**config.mk**
```make
export PLATFORM = sky130hd
export DESIGN_NAME = uart_tx_frame
export DESIGN_NICKNAME = d
export VERILOG_FILES = /design/src/rtl/uart_tx_frame.sv
export SDC_FILE = /design/constraint.sdc
export NUM_CORES = 1
export LEC_CHECK = 0
export ABC_CLOCK_PERIOD_IN_PS = 2100
export BUFFER_PORTS_ARGS = -buffer_cell sky130_fd_sc_hd__buf_2
export CORE_MARGIN = 1.5
export CORE_UTILIZATION = 51
export CTS_CLUSTER_SIZE = 28
export DETAILED_ROUTE_END_ITERATION = 12
export PLACE_DENSITY_LB_ADDON = 0.12
export SKIP_LAST_GASP = 1
export SLEW_MARGIN = 5
export SYNTH_ARGS = -nofsm -noshare
export SYNTH_HDL_FRONTEND = slang
export SYNTH_SLANG_ARGS = --single-unit
```
**constraint.sdc**
```tcl
create_clock -name clk -period 2.1 [get_ports clk]
set_input_delay 0.21 -clock clk [delete_from_list [all_inputs] [get_ports clk]]
set_output_delay 0.21 -clock clk [all_outputs]
set_load 0.05 [all_outputs]
```
**src/rtl/uart_tx_frame.sv**
```systemverilog
`timescale 1ns/1ps
// -----------------------------------------------------------------------------
// uart_tx_frame
//   UART transmitter with an internal baud divider. Accepts one data word per
//   valid/ready handshake and sends it LSB-first as a frame: start bit, data
//   bits, optional parity bit, stop bits. The serial line idles high.
//
//   Optional feature macro: UART_TX_PARITY_EN
//     defined   -> a parity bit (^data ^ parity_odd) follows the last data bit
//     undefined -> no parity bit; parity_odd is ignored
//
// Parameters
//   DATA_BITS     data bits per frame (5..9)
//   STOP_BITS     stop bits per frame (1..2)
//   CLKS_PER_BIT  clk cycles per bit period (>= 1)
//
// Ports
//   clk         system clock, all logic on posedge
//   rst_n       asynchronous active-low reset
//   tx_valid    tx_data holds a word to send
//   tx_ready    idle and able to accept; transfer on posedge with valid && ready
//   tx_data     word to send, sampled only on the transfer edge
//   parity_odd  1 = odd parity, 0 = even, sampled on the transfer edge
//   tx_busy     a frame is in progress
//   tx_done     one-cycle pulse at the edge that completes the last stop bit
//   tx          registered serial output
// -----------------------------------------------------------------------------
module uart_tx_frame #(
  parameter int DATA_BITS    = 8,
  parameter int STOP_BITS    = 1,
  parameter int CLKS_PER_BIT = 16
) (
  input  logic                 clk,
  input  logic                 rst_n,
  input  logic                 tx_valid,
  output logic                 tx_ready,
  input  logic [DATA_BITS-1:0] tx_data,
  input  logic                 parity_odd,
  output logic                 tx_busy,
  output logic                 tx_done,
  output logic                 tx
);

  // ---------------------------------------------------------------------------
  // Parameter legality
  // ---------------------------------------------------------------------------
  if (DATA_BITS < 5 || DATA_BITS > 9) begin : g_bad_data_bits
    $error("uart_tx_frame: DATA_BITS=%0d is outside 5..9", DATA_BITS);
  end
  if (STOP_BITS < 1 || STOP_BITS > 2) begin : g_bad_stop_bits
    $error("uart_tx_frame: STOP_BITS=%0d is outside 1..2", STOP_BITS);
  end
  if (CLKS_PER_BIT < 1) begin : g_bad_clks_per_bit
    $error("uart_tx_frame: CLKS_PER_BIT=%0d must be >= 1", CLKS_PER_BIT);
  end

  localparam int                CNT_W     = $clog2(CLKS_PER_BIT + 1);
  localparam logic [CNT_W-1:0]  CNT_LAST  = CNT_W'(CLKS_PER_BIT - 1);
  localparam int                BIT_W     = 4;  // covers up to 9 data bits
  localparam logic [BIT_W-1:0]  DATA_LAST = BIT_W'(DATA_BITS - 1);
  localparam logic [BIT_W-1:0]  STOP_LAST = BIT_W'(STOP_BITS - 1);

  typedef enum logic [2:0] {
    IDLE,
    START,
    DATA,
`ifdef UART_TX_PARITY_EN
    PARITY,
`endif
    STOP
  } state_t;

  state_t               state;
  state_t               state_next;
  logic [CNT_W-1:0]     div_cnt;
  logic [BIT_W-1:0]     bit_cnt;
  logic [DATA_BITS-1:0] shreg;
  logic                 bit_end;
  logic                 last_data;
  logic                 last_stop;

  // A bit period ends on the CLKS_PER_BIT-th cycle after it began. With
  // CLKS_PER_BIT=1 the divider is permanently 0, so every cycle is a boundary.
  assign bit_end   = (state != IDLE) && (div_cnt == CNT_LAST);
  assign last_data = (bit_cnt == DATA_LAST);
  assign last_stop = (bit_cnt == STOP_LAST);

`ifdef UART_TX_PARITY_EN
  logic par_bit;
`else
  logic unused_parity_odd;
  assign unused_parity_odd = parity_odd;
`endif

  // ---------------------------------------------------------------------------
  // FSM: state register
  // ---------------------------------------------------------------------------
  // NOTE: clocked blocks use non-blocking assignments so every register
  // updates from pre-edge values, independent of block ordering.
  always_ff @(posedge clk or negedge rst_n) begin
    if (!rst_n) state <= IDLE;
    else        state <= state_next;
  end

  // ---------------------------------------------------------------------------
  // FSM: next-state logic
  // ---------------------------------------------------------------------------
  // NOTE: default assignment first, so every path drives state_next and no
  // latch is inferred.
  always_comb begin
    state_next = state;
    case (state)
      IDLE:   if (tx_valid) state_next = START;
      START:  if (bit_end) state_next = DATA;
`ifdef UART_TX_PARITY_EN
      DATA:   if (bit_end && last_data) state_next = PARITY;
      PARITY: if (bit_end) state_next = STOP;
`else
      DATA:   if (bit_end && last_data) state_next = STOP;
`endif
      STOP:   if (bit_end && last_stop) state_next = IDLE;
      default: state_next = IDLE;
    endcase
  end

  // ---------------------------------------------------------------------------
  // FSM: outputs decoded from state
  // ---------------------------------------------------------------------------
  always_comb begin
    tx_ready = (state == IDLE);
    tx_busy  = (state != IDLE);
  end

  // ---------------------------------------------------------------------------
  // Datapath: divider, bit counter, shift register, registered line and done
  // ---------------------------------------------------------------------------
  // NOTE: the shift register is reset along with the control state; it is a
  // handful of flops and this keeps it free of X after reset.
  always_ff @(posedge clk or negedge rst_n) begin
    if (!rst_n) begin
      div_cnt <= '0;
      bit_cnt <= '0;
      shreg   <= '0;
      tx      <= 1'b1;
      tx_done <= 1'b0;
`ifdef UART_TX_PARITY_EN
      par_bit <= 1'b0;
`endif
    end else begin
      tx_done <= 1'b0;

      // Divider restarts at the transfer and at every bit boundary.
      if (state == IDLE || bit_end) div_cnt <= '0;
      else                          div_cnt <= div_cnt + CNT_W'(1);

      case (state)
        IDLE: begin
          if (tx_valid) begin
            shreg   <= tx_data;
            bit_cnt <= '0;
            tx      <= 1'b0;  // start bit begins at the transfer edge
`ifdef UART_TX_PARITY_EN
            par_bit <= (^tx_data) ^ parity_odd;
`endif
          end
        end

        START: begin
          if (bit_end) begin
            tx    <= shreg[0];
            shreg <= shreg >> 1;
          end
        end

        DATA: begin
          if (bit_end) begin
            if (last_data) begin
              bit_cnt <= '0;  // reused to count stop bits
`ifdef UART_TX_PARITY_EN
              tx      <= par_bit;
`else
              tx      <= 1'b1;
`endif
            end else begin
              bit_cnt <= bit_cnt + BIT_W'(1);
              tx      <= shreg[0];
              shreg   <= shreg >> 1;
            end
          end
        end

`ifdef UART_TX_PARITY_EN
        PARITY: begin
          if (bit_end) tx <= 1'b1;
        end
`endif

        STOP: begin
          if (bit_end) begin
            if (last_stop) tx_done <= 1'b1;  // line stays high into IDLE
            else           bit_cnt <= bit_cnt + BIT_W'(1);
          end
        end

        default: ;
      endcase
    end
  end

endmodule

```
==> After elaboration in Yosys (flattened, before gate mapping) <==
Index checks and enable logic that the tools add are counted.
{ "word_totals": {"register_bits": 22, "output_inout_bits": 4} }
{ "classes": {"add_sub_neg": 2, "eq_ne": 13, "n_mux": 25, "reduce_logical": 13} }
{ "op_table": {"columns": ["cell", "count"], "rows": [
  ["$mux W8", 4],
  ["$pmux W8 S3", 1],
  ["$mux W4", 5],
  ["$ne A2 B2 Y1 const B", 8],
  ["$mux W3", 4],
  ["$pmux W3 S4", 1],
  ["$pmux W4 S3", 1],
  ["$reduce_and A5 Y1", 2],
  ["$reduce_bool A3 Y1", 3],
  ["$reduce_and A4 Y1", 2],
  ["$mux W1", 7],
  ["$eq A3 B2 Y1 const B", 2],
  ["$add A5 B1 Y5 const B", 1],
  ["$eq A5 B4 Y1 const B", 1],
  ["$mux W5", 1],
  ["$add A4 B1 Y4 const B", 1],
  ["$eq A4 B3 Y1 const B", 1],
  ["$logic_not A4 Y1", 1],
  ["$eq A3 B1 Y1 const B", 1],
  ["$logic_and A1 B1 Y1", 3],
  ["$logic_not A3 Y1", 1],
  ["$pmux W1 S3", 1],
  ["$logic_or A1 B1 Y1", 1]
]} }

==> Longest topological paths before layout <==
Gate-level depths: netlist (run 1).
{ "logic_depth": {"word_depth": 5, "ltp_mapped": 7} }

==> Least setup slack after synthesis (run 1) <==
No wires, ideal clock.
{ "synth_timing": {"kind": "register -> register", "start": "reg state[0]", "end": "reg shreg[0]", "setup_time_ps": 125, "t_arrival_ps": 2066, "t_required_ps": 1975, "slack_ps": -91, "path_stages_with_launch": 8, "path_buffers": 1, "synth_period_minus_slack_ps": 2191, "cell_sequence": "dfrtp_1 inv_1 ha_1 buf_6 nor2b_4 a21oi_2 a2bb2oi_4 mux2_4"} }
{ "synth_via": {"elab_cells_between_ends": 12, "classes_between": "eq/ne: 6; mux: 1; reduce/logical: 5"} }
{ "synth_lines": {"columns": ["element", "line", "text"], "rows": [
  ["start, declared", "73", "state_t state;"],
  ["start signal, assigned", "102", "else state <= state_next;"],
  ["$logic_not A3 Y1 *", null, null],
  ["named net tx_ready", "36", "output logic tx_ready,"],
  ["$ne A2 B2 Y1 (no line) / $reduce_bool A3 Y1 (equally long branches)", null, null],
  ["$reduce_and A5 Y1 (no line)", null, null],
  ["end signal, assigned", "159", "shreg <= tx_data;"],
  ["end signal, assigned", "171", "shreg <= shreg >> 1;"],
  ["end signal, assigned", "187", "shreg <= shreg >> 1;"],
  ["end, declared", "77", "logic [DATA_BITS-1:0] shreg;"]
]} }
The timed path passes the listed nets; every way through them passes the cells marked *.
A chain may end at the register's enable or synchronous reset.

==> Final worst setup path (run 1) <==
{ "layout_timing": {"start": "reg div_cnt[0]", "end": "reg state[1]"} }
{ "layout_via": {"elab_chain_len": 5, "elab_cells_between_ends": 8, "classes_between": "eq/ne: 4; reduce/logical: 4"} }
{ "layout_rtl": {"columns": ["element", "line", "text"], "rows": [
  ["start, declared", "75", "logic [CNT_W-1:0] div_cnt;"],
  ["start signal, assigned", "154", "else div_cnt <= div_cnt + CNT_W'(1);"],
  ["$eq A5 B4 Y1 *", "84", "assign bit_end = (state != IDLE) && (div_cnt == CNT_LAST);"],
  ["$logic_and A1 B1 Y1 *", "84", null],
  ["$logic_and A1 B1 Y1 (on tied branches)", "121, 119", null],
  ["$ne A2 B2 Y1 (no line)", null, null],
  ["$reduce_and A4 Y1 (no line) *", null, null]
]} }
Every way passes the cells marked *; elsewhere a longest branch is shown, timed or not.

==> results of run 1 <==
-- flip-flops by register name, indices dropped and copies added (netlist names) --
register and count:
tx_done 1, state 2, shreg 8, bit_cnt 4
div_cnt 5, tx 1
-- worst max-delay path, stage by stage (launching register included) --
cell     delay, ns
dfrtp_1       0.40
ha_2          0.19
and3_4        0.20
ha_4          0.14
nor2b_4       0.19
buf_6         0.14
nand2_2       0.05
a211o_1       0.30
mux2_4        0.30
-- worst max-delay path by stage --
stage                    start       end  slack, ns  depth (start not counted)
global route        div_cnt[0]  state[1]      -0.01                          8
CTS                 div_cnt[0]  shreg[5]      0.003                          8
detailed placement  div_cnt[0]  shreg[5]       0.01                          8
floorplan           div_cnt[0]  shreg[0]      0.008                          7
global placement    div_cnt[0]  shreg[5]       0.04                          8
finish              div_cnt[0]  state[1]       0.09                          8
-- layout make-up --
type                    instances  area share
clock inverters                 1     0.00511
inverters                       6      0.0153
multi-input cells              76       0.486
clock buffers                   3      0.0153
flip-flops and latches         21       0.359
well taps                      28      0.0239
repair buffers                 21      0.0963
-- metrics by stage --
step	TNS (ns)	setup slack, ns	utilization	instances
after floorplan	0	0.00759	-	107
after global placement	0	0.0447	0.611	149
after detailed placement	0	0.0103	0.611	149
after CTS	0	0.00311	0.628	154
after global routing	-0.0176	-0.00996	0.645	156
final	0	0.0883	0.645	156
-- cells in the mapped netlist (all sizes together) --
library cell,n,share of area
mux2,17,0.18
and3,2,0.011
a31oi,1,0.0050
nand3b,2,0.012
dfrtp,20,0.40
inv,6,0.018
xnor2,1,0.0069
nor3,5,0.020
dfstp,1,0.021
buf,2,0.013
ha,9,0.089
clkbuf,2,0.0059
nor2b,2,0.016
nand3,2,0.0079
a2bb2oi,1,0.021
a211o,1,0.0069
xor2,1,0.0069
mux2i,2,0.016
a21o,2,0.013
a21oi,7,0.034
nand2,2,0.0079
o21ai,4,0.016
and3b,2,0.014
and2,1,0.0050
nand2b,1,0.0050
or2b,1,0.0059
o2bb2ai,1,0.0069
a22o,1,0.0079
o31ai,1,0.0059
nor2,4,0.012
nor3b,2,0.012
o211ai,1,0.0059
-- metal layers --
layer	GRT usage	up-vias
li1	-	426
met1	0.233	418
met2	0.325	21
met3	0.0343	6
met4	0.0641	0
met5	0	-
-- report_power, final --
part	switching, W	total, W	internal, W	leakage (nW)
logic	0.000625	0.00129	0.000667	0.430
clock network	0.000134	0.000206	0.0000725	0.0139
registers	0.000127	0.000694	0.000567	0.267
-- timing repair --
| action | 4_1_cts | 5_1_grt |
|---|---|---|
| endpoints found under the hold margin | 20 | 0 |
| pin swaps | 1 | 3 |
| gates resized for setup | 0 | 5 |
| endpoints found under the setup margin | 8 | 11 |
| buffers inserted | 0 | 2 |
| hold buffers | 1 | 0 |
-- cell families after synthesis --
group / count (synthesis) / share of synthesized area
compound gates: 20 / 0.122
xor+xnor: 2 / 0.0139
fa+ha+maj: 9 / 0.0891
buf+inv: 10 / 0.0366
flops: 21 / 0.417
mux: 19 / 0.194
simple gates: 26 / 0.128
==> impl_metrics.ini, run 1 <==
[status]
status = finished clean

[critical_path]
cp-end-kind = flop
r2r_start = div_cnt[0]
reg2reg_setup_slack_ns = 0.09
required_ns = 2.31
worstPathArrival_ns = 2.22
r2r_end = state[1]
critical_path_class = flop to flop
crit_fanout = 4
critPathLaunchType = flop
r2r_cells = 8

[grt]
grt_max_degree = 22
grt_use_total = 0.188
grt_pass1_vias = 898
grt.overflow.total = 0
antenna_found_initial = 0
grt_pass1_wl_mm = 3.82

[floorplanning]
core_um2 = 2280
fp.dieW_um = 52.8
die_y_um = 52.8
dieArea_um2 = 2790
rows = 17
start_util = 0.555
ios = 16

[route]
antenna_left = 0
wl_met3_um = 65
drt-initial-drc-count = 10
drc = 0
wire_per_inst_um = 14.3
met1_length_mm = 1.04
vias = 871
viasPerCell = 5.58
wl_met2_mm = 1.08
routed.top_layer = met4
dr.pass1.iters = 4
routed_wl_mm = 2.23

[placed_design]
gp_congestion = 0.834
dp_hpwl_mm = 1.65
placed_area_um2 = 1390
port_buffers = 14

[clock_network]
insertion_delay_ns = 0.30
cts_tree = built
clockRootBuffer = clkbuf_4
cts_sinks = 21
cts_buffer_depth = 2
htree_levels = 1
clkTransAtPathRegs_ns = 0.13
cts_made_buffers = 3

[final_layout]
drive_gt1_frac = 0.414
design_area_um2 = 1470
layout_commonest_cell = dfrtp_1
fill_cells = 183
syn2layout_area_growth_pct = 16.2
nets = 150
num_antenna_cells = 0
multi_input_area_um2 = 713
seq_area_um2 = 527
final_cell_mix = 20 x dfrtp_1, 14 x buf_2, 9 x mux2_4

[power_and_ir_drop]
max-vdd-ir-drop_v = 0.00133
p_leak_nw = 0.711
finalPower_w = 0.00219
power_density_nw_per_um2 = 1490

[sta]
clock_skew_ns = 0.00250
tightest_slew_ns = 0.460
slew_violations = 0
fmax_mhz = 497
period_share = 0.958
maxSlewHeadroom = 0.693
hold_viol = 0
finalSetupViolCount = 0
period_minus_slack_ns = 2.01
hold_slack_ns = 0.254

[logic_synthesis]
ys_types = 40
netlist_area_um2 = 1260
ys_ff_latch = 21
syn_avg_cell_area_um2 = 11.8
synth_cells = 107
seq_area_frac_synth = 0.417
synth_nets = 128
yosys_warnings = 0

[min_path]
hold_path_end = shreg[7]
hold_depth = 3
hold_start = tx_data[7]
min_path_type = input pin to flop

[run]
maxCapViolCount = 0
Note: power is estimated with default switching activity, not from simulation.
==> run 2, diff against run 1 <==
Settings changed: PLACE_DENSITY from default to 0.84, PLACE_DENSITY_LB_ADDON 0.12 to default.
==> impl_metrics.ini, run 2 (same netlist as run 1, synthesis figures left out) <==
[critical_path]
worstPathArrival_ns = 2.23
critPathLaunch = div_cnt[0]
path_cells = ha_2, and3_1, ha_2, nor2b_4, a21oi_2, a2bb2oi_4, buf_12, mux2_4
cp-end-kind = flop
max_stage_delay_ns = 0.42
cp_slowest_cell = dfrtp_1
critical_path_class = flop to flop
r2r_start = div_cnt[0]
required_ns = 2.31
crit_top_cell = ha_2
crit_fanout = 8
reg2reg_setup_slack_ns = 0.08
r2r_end = shreg[4]
critPathLaunchType = flop
r2r_cells = 8

[grt]
antenna_found_initial = 0
grt_use_met1 = 0.244
grt_pass1_wl_mm = 3.92
grt.busiest_layer = met2
grt.overflow.total = 0
grt_max_degree = 22
gr-usage-met2 = 0.327
grt_use_total = 0.198
grtUsageMet3 = 0.0543
grt_pass1_vias = 864

[sta]
clock_skew_ns = 0.00394
layout_setup_ws_ns = 0.0812
rsz0062_at_grt = false
hold_viol = 0
hold_slack_ns = 0.249
period_share = 0.961
finalSetupViolCount = 0
fmax_mhz = 495
period_minus_slack_ns = 2.02
maxSlewHeadroom = 0.656
slew_violations = 0
tightest_slew_ns = 0.515

[placed_design]
pre_cts_ws_ns = 0.00280
dp_hpwl_mm = 1.74
port_buffers = 14
gp_congestion = 0.798
placed_area_um2 = 1390

[route]
drc = 0
wire_per_inst_um = 15.4
dr.pass1.iters = 7
routed_wl_mm = 2.41
vias = 877
drt-initial-drc-count = 20
antenna_left = 0
viasPerCell = 5.62

[power_and_ir_drop]
power_density_nw_per_um2 = 1530
p_leak_nw = 0.712
max-vdd-ir-drop_v = 0.000931

[final_layout]
layout_commonest_cell = dfrtp_1
final_cell_mix = 20 x dfrtp_1, 14 x buf_2, 9 x mux2_4
reg_top3 = shreg x8, div_cnt x5, bit_cnt x4
design_area_um2 = 1460
drive_gt1_frac = 0.414
largest-register = shreg
fill_cells = 178
nets = 150
num_antenna_cells = 0
syn2layout_area_growth_pct = 15.3
largest_reg_flops = 8

[min_path]
min_path_type = input pin to flop
hold_start = tx_data[6]
hold_path_end = shreg[6]
hold_depth = 3

[floorplanning]
dieArea_um2 = 2790
core_um2 = 2280
rows = 17
die_y_um = 52.8
fp.dieW_um = 52.8
start_util = 0.555
ios = 16

[clock_network]
htree_levels = 1
insertion_delay_ns = 0.31
cts_buffer_depth = 2
clockRootBuffer = clkbuf_4
clkTransAtPathRegs_ns = 0.13
cts_made_buffers = 3
cts_tree = built
cts_sinks = 21

[status]
status = finished clean

[run]
maxCapViolCount = 0
[run 2: cell types whose count changed in the layout (fill, tap and decap cells not counted)]
cell     before  now
and3_1        0    1
and3_4        1    0
ha_2          2    3
ha_4          1    0
o21ai_0       4    3
o21ai_2       0    1
[run 2: where the power goes]
part / internal [W] / switching (W)
logic: 0.000669 / 0.000662
registers: 0.000567 / 0.000125
clock network: 0.0000726 / 0.000137
[run 2: how the worst max path moves through the flow]
stage	end	slack [ns]	depth (start not counted)
finish	shreg[4]	0.08	8
global route	bit_cnt[0]	0.02	8
CTS	shreg[4]	-0.002	8
detailed placement	shreg[4]	0.003	8
global placement	shreg[5]	0.06	8
floorplan	shreg[0]	0.008	7
[run 2: stage by stage]
step	util	total power (W)	cells	TNS [ns]
finish	0.640	0.00223	156	0
global route	0.640	0.00239	156	0
CTS	0.628	0.00221	154	-0.00194
detailed placement	0.611	0.00199	149	0
global placement	0.611	0.00192	149	0
floorplan	-	0.00173	107	0
[run 2: area by class of cell]
class                           count  area, um^2  area share
Multi-Input combinational cell     76         702       0.482
Timing Repair Buffer               21         141      0.0970
Inverter                            6        22.5      0.0155
Tap cell                           28        35.0      0.0240
Sequential cell                    21         527       0.361
Clock inverter                      1        7.51     0.00515
Clock buffer                        3        22.5      0.0155
[run 2: what timing repair did]
| item | 4_1_cts | 5_1_grt |
|---|---|---|
| pin swaps | 1 | 3 |
| resized for setup | 1 | 4 |
| endpoints found under the setup margin | 9 | 10 |
| hold endpoints to repair | 20 | 0 |
| hold buffers | 1 | 0 |
| buffers inserted | 0 | 2 |
[run 2: worst max-delay path, delay by kind of cell (launching register included)]
family | cells | cell delay, ns
flops | 1 | 0.42
compound gates | 2 | 0.36
fa+ha+maj | 2 | 0.35
simple gates | 2 | 0.33
mux | 1 | 0.30
buf+inv | 1 | 0.15
[run 2: metal layers]
| metal | part of all wire | up-vias |
|---|---|---|
| met5 | 0 | - |
| met4 | 0.011 | 0 |
| met3 | 0.038 | 4 |
| met2 | 0.51 | 31 |
| met1 | 0.44 | 419 |
| li1 | - | 423 |
